### src/rtl/cond_logic_unit.sv
// Conditional-execution unit: evaluates the condition field against the
// architectural flags, gates the write strobes and registers the updated flags.
module cond_logic_unit (
  input  logic       clk,
  input  logic       reset,
  input  logic [3:0] Cond,
  input  logic [3:0] ALUFlags,
  input  logic [3:0] prevFlags,
  input  logic [1:0] FlagW,
  input  logic       PCS,
  input  logic       RegW,
  input  logic       MemW,
  output logic       PCSrc,
  output logic       RegWrite,
  output logic       MemWrite,
  output logic       CondEx,
  output logic [3:0] FlagsX
);

  typedef enum logic [3:0] {
    EQ = 4'b0000, NE = 4'b0001, CS = 4'b0010, CC = 4'b0011,
    MI = 4'b0100, PL = 4'b0101, VS = 4'b0110, VC = 4'b0111,
    HI = 4'b1000, LS = 4'b1001, GE = 4'b1010, LT = 4'b1011,
    GT = 4'b1100, LE = 4'b1101, AL = 4'b1110, NV = 4'b1111
  } cond_t;

  logic       n, z, c, v;
  logic [1:0] nz_next, cv_next;

  assign {n, z, c, v} = prevFlags;

  always_comb begin
    CondEx = 1'b0;
    case (cond_t'(Cond))
      EQ: CondEx = z;
      NE: CondEx = ~z;
      CS: CondEx = c;
      CC: CondEx = ~c;
      MI: CondEx = n;
      PL: CondEx = ~n;
      VS: CondEx = v;
      VC: CondEx = ~v;
      HI: CondEx = c & ~z;
      LS: CondEx = ~(c & ~z);
      GE: CondEx = (n == v);
      LT: CondEx = (n != v);
      GT: CondEx = ~z & (n == v);
      LE: CondEx = z | (n != v);
      AL: CondEx = 1'b1;
      NV: CondEx = 1'b1;
      default: CondEx = 1'b0;
    endcase
  end

  assign PCSrc    = PCS  & CondEx;
  assign RegWrite = RegW & CondEx;
  assign MemWrite = MemW & CondEx;

  assign nz_next = (FlagW[1] & CondEx) ? ALUFlags[3:2] : prevFlags[3:2];
  assign cv_next = (FlagW[0] & CondEx) ? ALUFlags[1:0] : prevFlags[1:0];

  always_ff @(posedge clk or negedge reset) begin
    if (!reset) FlagsX <= '0;
    else        FlagsX <= {nz_next, cv_next};
  end

endmodule

### config.mk
export PLATFORM = sky130hd
export DESIGN_NAME = cond_logic_unit
export DESIGN_NICKNAME = d
export VERILOG_FILES = /design/src/rtl/cond_logic_unit.sv
export SDC_FILE = /design/constraint.sdc
export NUM_CORES = 1
export LEC_CHECK = 0
export ABC_AREA = 1
export ABC_CLOCK_PERIOD_IN_PS = 1480
export CAP_MARGIN = 0
export CORE_MARGIN = 2
export CORE_UTILIZATION = 36
export DETAILED_ROUTE_END_ITERATION = 12
export PLACE_DENSITY = 0.77
export SLEW_MARGIN = 10
export SYNTH_ARGS = -nofsm -noshare
export SYNTH_HDL_FRONTEND = slang
export SYNTH_SLANG_ARGS = --single-unit
### constraint.sdc
create_clock -name clk -period 1.48 [get_ports clk]
set_input_delay 0.296 -clock clk [delete_from_list [all_inputs] [get_ports clk]]
set_output_delay 0.296 -clock clk [all_outputs]
set_load 0.005 [all_outputs]
==> results of run 1 <==
==> per-stage QoR <==
| step | instance area [sq um] | hold slack, ns |
|---|---|---|
| 5_1_grt | 911 | 0.272 |
| 4_1_cts | 882 | 0.259 |
| 3_5_place_dp | 783 | 0.507 |
| 2_1_floorplan | 468 | 0.000409 |
| 6_report | 911 | 0.263 |
| 3_3_place_gp | 783 | 0.508 |
==> per-layer routing <==
| layer | global-route usage | up-vias | share of wire |
|---|---|---|---|
| met5 | 0 | - | 0 |
| met4 | 0.0776 | 0 | 0.030 |
| met3 | 0.0556 | 8 | 0.12 |
| met2 | 0.435 | 52 | 0.52 |
| met1 | 0.223 | 276 | 0.33 |
| li1 | - | 326 | - |
==> how the worst max path moves through the flow <==
| stage | from | endpoint | slack [ns] | cells after the start |
|---|---|---|---|---|
| floorplan | Cond[0] | MemWrite | 0.17 | 7 |
| global placement | Cond[1] | PCSrc | -0.93 | 9 |
| detailed placement | Cond[1] | PCSrc | -0.93 | 9 |
| CTS | Cond[3] | MemWrite | 0.0003 | 10 |
| global route | prevFlags[3] | MemWrite | -0.10 | 11 |
| finish | prevFlags[3] | MemWrite | -0.01 | 11 |
==> cell usage in the layout, fill, tap and decap left out, drive strengths merged <==
cell / count
nor2: 13
clkbuf: 4
nand4: 1
nand3: 16
dfrtp: 4
buf: 18
inv: 14
o21ai: 1
clkdlybuf4s50: 14
nand2: 33
==> where the power goes <==
group	leakage [nW]	switching [W]	total [W]	internal, W
combinational	0.395	0.000123	0.000261	0.000138
clock	0.0138	0.0000484	0.000139	0.0000910
sequential	0.0475	0.00000388	0.000126	0.000122
==> repair_timing <==
item / 4_1_cts / 5_1_grt
endpoints found under the setup margin: 8 / 4
gates resized for setup: 84 / 11
buffers inserted: 2 / 0
hold endpoints to repair: 0 / 0
pin swaps: 15 / 13
==> area by class of cell <==
class | instances | area, sq um
fillers | 86 | 245
repair buffers | 33 | 315
flip-flops and latches | 4 | 100
multi-input cells | 64 | 393
well taps | 14 | 17.5
inverters | 14 | 62.6
clock buffers | 3 | 22.5
==> cell families after synthesis <==
kind of cell | synth area share
buffers and inverters | 0.112
AO/OA/AOI/OAI | 0.0187
flip-flops | 0.214
AND/OR/NAND/NOR | 0.655
==> results.yml, run 1 <==
worst_setup_path:
  worst-path-max-fanout: 5
  path_class: "in -> out"
  arrival_ns: 1.19
  end_kind: "output pin"
  crit_family: "simple AND/OR/NAND/NOR gates"
  slowest_delay_ns: 0.11
  cp_cell_sequence: "buf_6, inv_2, nand2_2, nand2_1, nand3_1, nand2_2, nor2_4, nand4_4, inv_2, nor2_1, buf_2"
  cp_num_buf_inv: 4
  critPathRequiredTime_ns: 1.18
  cp_slowest_cell: "nand4_4"
  critical_path.startpoint_type: "input port"
timing:
  fmax_ghz: 0.671
  worst_pin_slew_ns: 0.187
  relSlewSlack: 0.875
  final_hold_viol_count: 0
  period_needed_ns: 1.49
  rsz0062_at_grt: "true"
  fin_crit_sh: 1.01
  tns_ns: -0.0274
  finalSetupViolCount: 3
  final_max_slew_viol_count: 0
  setup_ws_ns: -0.00996
clock_tree:
  cts-htree-levels: 1
  root_buffer: "clkbuf_4"
  clkTransAtPathRegs_ns: 0.04
  clockBufferDepth: 2
  numCtsBuffers: 3
  cts_hold_buf: 0
  cts_tree: "done"
  clock_sinks: 4
global_route:
  antenna_found_initial: 0
  grt_pass1_vias: 602
  grt-ovfl-total: 0
  grt_max_degree: 8
  grt_pass1_wl_um: 2370
  grtUsageTotal: 0.224
die:
  start_util: 0.405
  io_pins: 27
  design.core.area_sq_um: 1160
  fp.dieW_um: 40.1
  rows: 12
  dieHeight_um: 40.1
  die-area_sq_um: 1600
layout:
  fin_util: 0.788
  fin_nets: 139
  n_antenna_cell: 0
  stdcell_count: 132
  drive_gt1_frac: 0.508
  syn_to_final_growth_pct: 94.7
  largest_reg_flops: 4
  top_regs: "FlagsX x4"
  largest_register: "FlagsX"
yosys:
  synthCells: 82
  ys_ff_latch: 4
  avgSynthCellArea_sq_um: 5.71
  synth_common_cells: "28 x nand2_1, 16 x nand3_1, 10 x inv_1"
  synth.most_common_cell: "nand2_1"
  ys_seq_area_frac: 0.214
  synth_fp_nets: 101
  synth.top_cell.area_share: 0.225
  async_reset_ff_frac: 1.00
  synth_area_leaders: "nand2_1 22%, dfrtp_1 21%, nand3_1 17%"
  synth_area_sq_um: 468
  ys_warn_count: 0
  synth_area_leader_cell: "nand2_1"
  synth_edf_count: 0
  synth_cell_type_count: 11
  ys.flop_type: "dfrtp_1"
drt:
  drt-total-wl_um: 1580
  drt_iter0_drc: 43
  ant_nets: 0
  wl_per_cell_um: 11.9
  viasPerCell: 5.02
  num_vias: 662
  firstDrtPassIters: 5
  drcViolationCount: 0
place:
  gp_congestion: 0.856
  place_ws_ns: -0.933
  io_buffer_count: 26
  dp.final_hpwl_um: 1080
  placed_cells: 127
outcome:
  failed_checks: "setup timing"
  outcome: "finished, violations left"
flow_run:
  max_cap_viol_count: 0
pwr:
  power_w: 0.000527
  powerDensity_nw_per_um2: 578
  p_leak_nw: 0.457
  ir_worst_vdd_uv: 352
worst_hold_path:
  hp-class: "in -> async"
Power figures use the tool's default switching activity.
==> inputs of run 2 (changes only) <==
--- a/config.mk
+++ b/config.mk
@@ -6,7 +6,7 @@
 export NUM_CORES = 1
 export LEC_CHECK = 0
 export ABC_AREA = 1
-export ABC_CLOCK_PERIOD_IN_PS = 1480
+export ABC_CLOCK_PERIOD_IN_PS = 1600
 export CAP_MARGIN = 0
 export CORE_MARGIN = 2
 export CORE_UTILIZATION = 36
==> constraint.sdc (replaced) <==
create_clock -name clk -period 1.6 [get_ports clk]
set_input_delay 0.32 -clock clk [delete_from_list [all_inputs] [get_ports clk]]
set_output_delay 0.32 -clock clk [all_outputs]
set_load 0.005 [all_outputs]
==> results.yml, run 2 (synthesis results as in run 1) <==
worst_setup_path:
  end_kind: "output pin"
  critPathRequiredTime_ns: 1.28
  worst-path-max-fanout: 7
  critical_path.startpoint_type: "input port"
  arrival_ns: 1.27
  path_class: "in -> out"
place:
  gp_congestion: 0.856
  placed_cells: 127
  dp.final_hpwl_um: 1080
  io_buffer_count: 26
timing:
  rsz0062_at_grt: "true"
  final_max_slew_viol_count: 0
  worst_pin_slew_ns: 0.188
  fmax_ghz: 0.628
  finalSetupViolCount: 0
  relSlewSlack: 0.875
  final_hold_viol_count: 0
  period_needed_ns: 1.59
  tns_ns: 0
  fin_crit_sh: 0.996
layout:
  stdcell_count: 132
  layout_commonest_cell: "nand2_1"
  top_regs: "FlagsX x4"
  seqCellArea_sq_um: 100
  fillCellCount: 88
  n_antenna_cell: 0
  largest_register: "FlagsX"
  layout_common_cells: "22 x nand2_1, 14 x clkdlybuf4s50_1, 11 x nand2_2, 11 x nand3_1, 8 x buf_4"
  drive_gt1_frac: 0.466
  fin_util: 0.769
  syn_to_final_growth_pct: 90.1
  fin_nets: 139
  multi_input_area_sq_um: 383
  largest_reg_flops: 4
worst_hold_path:
  hp-class: "in -> async"
drt:
  num_vias: 660
  viasPerCell: 5.00
  drt_iter0_drc: 17
  wl_per_cell_um: 12.5
  firstDrtPassIters: 4
  drt-total-wl_um: 1650
  ant_nets: 0
  drcViolationCount: 0
die:
  start_util: 0.405
  io_pins: 27
  die-area_sq_um: 1600
  design.core.area_sq_um: 1160
  dieHeight_um: 40.1
  rows: 12
  fp.dieW_um: 40.1
global_route:
  grtUsageTotal: 0.219
  grt_pass1_wl_um: 2300
  grt_pass1_vias: 610
  antenna_found_initial: 0
  grt-ovfl-total: 0
  grt_max_degree: 8
pwr:
  p_leak_nw: 0.447
  powerDensity_nw_per_um2: 544
  ir_worst_vdd_uv: 325
outcome:
  outcome: "finished clean"
clock_tree:
  clock_sinks: 4
  numCtsBuffers: 3
  root_buffer: "clkbuf_4"
  cts-htree-levels: 1
  cts_hold_buf: 0
  cts_tree: "done"
  clockBufferDepth: 2
  clkTransAtPathRegs_ns: 0.04
flow_run:
  max_cap_viol_count: 0
==> run 2: routing by layer <==
layer | vias to the layer above | part of all wire | track usage
li1 | 325 | - | -
met1 | 280 | 0.34 | 0.210
met4 | 0 | 0.044 | 0.121
met5 | - | 0 | 0
met2 | 45 | 0.52 | 0.411
met3 | 10 | 0.099 | 0.0611
==> run 2: cell type report <==
| cell class | count | share of cell area |
|---|---|---|
| clock buffers | 3 | 0.0253 |
| flip-flops and latches | 4 | 0.113 |
| inverters | 14 | 0.0647 |
| multi-input cells | 64 | 0.430 |
| well taps | 14 | 0.0197 |
| repair buffers | 33 | 0.347 |
==> run 2: through the flow <==
step / instance area (sq um) / hold WS (ns) / setup slack [ns] / total power (W)
after floorplan: 468 / 0.0244 / 0.237 / 0.000199
after global placement: 783 / 0.532 / -0.860 / 0.000324
after detailed placement: 783 / 0.531 / -0.861 / 0.000328
after CTS: 838 / 0.283 / 0.0186 / 0.000464
after global routing: 890 / 0.296 / -0.100 / 0.000519
final: 890 / 0.287 / 0.00657 / 0.000484
==> run 2: critical path, stage by stage <==
cell,delay (ns)
buf_12,0.12
nor2_4,0.13
nand2_1,0.06
nand3_1,0.09
nand2_1,0.08
nand2_1,0.09
inv_2,0.05
nand4_4,0.09
inv_2,0.05
nor2_1,0.09
buf_2,0.11
==> run 2: path summary, 6_finish.rpt <==
path	from	endpoint	cells after the start
setup / recovery	Cond[1]	RegWrite	11
hold / removal	reset	FlagsX[2]	1
max in group asynchronous	reset	FlagsX[3]	1
min in group clk	prevFlags[1]	FlagsX[1]	3
==> run 2: repair_timing <==
item                                    4_1_cts  5_1_grt
endpoints found under the setup margin        8        4
gates cloned                                  0        0
gates resized for setup                      64       22
buffers inserted                              2        0
pin swaps                                    11       15
==> run 2: report_power, final <==
part | internal (W) | total [W] | switching, W
clock | 0.0000841 | 0.000129 | 0.0000445
combinational | 0.000126 | 0.000238 | 0.000112
sequential | 0.000113 | 0.000117 | 0.00000357
total | 0.000323 | 0.000484 | 0.000160
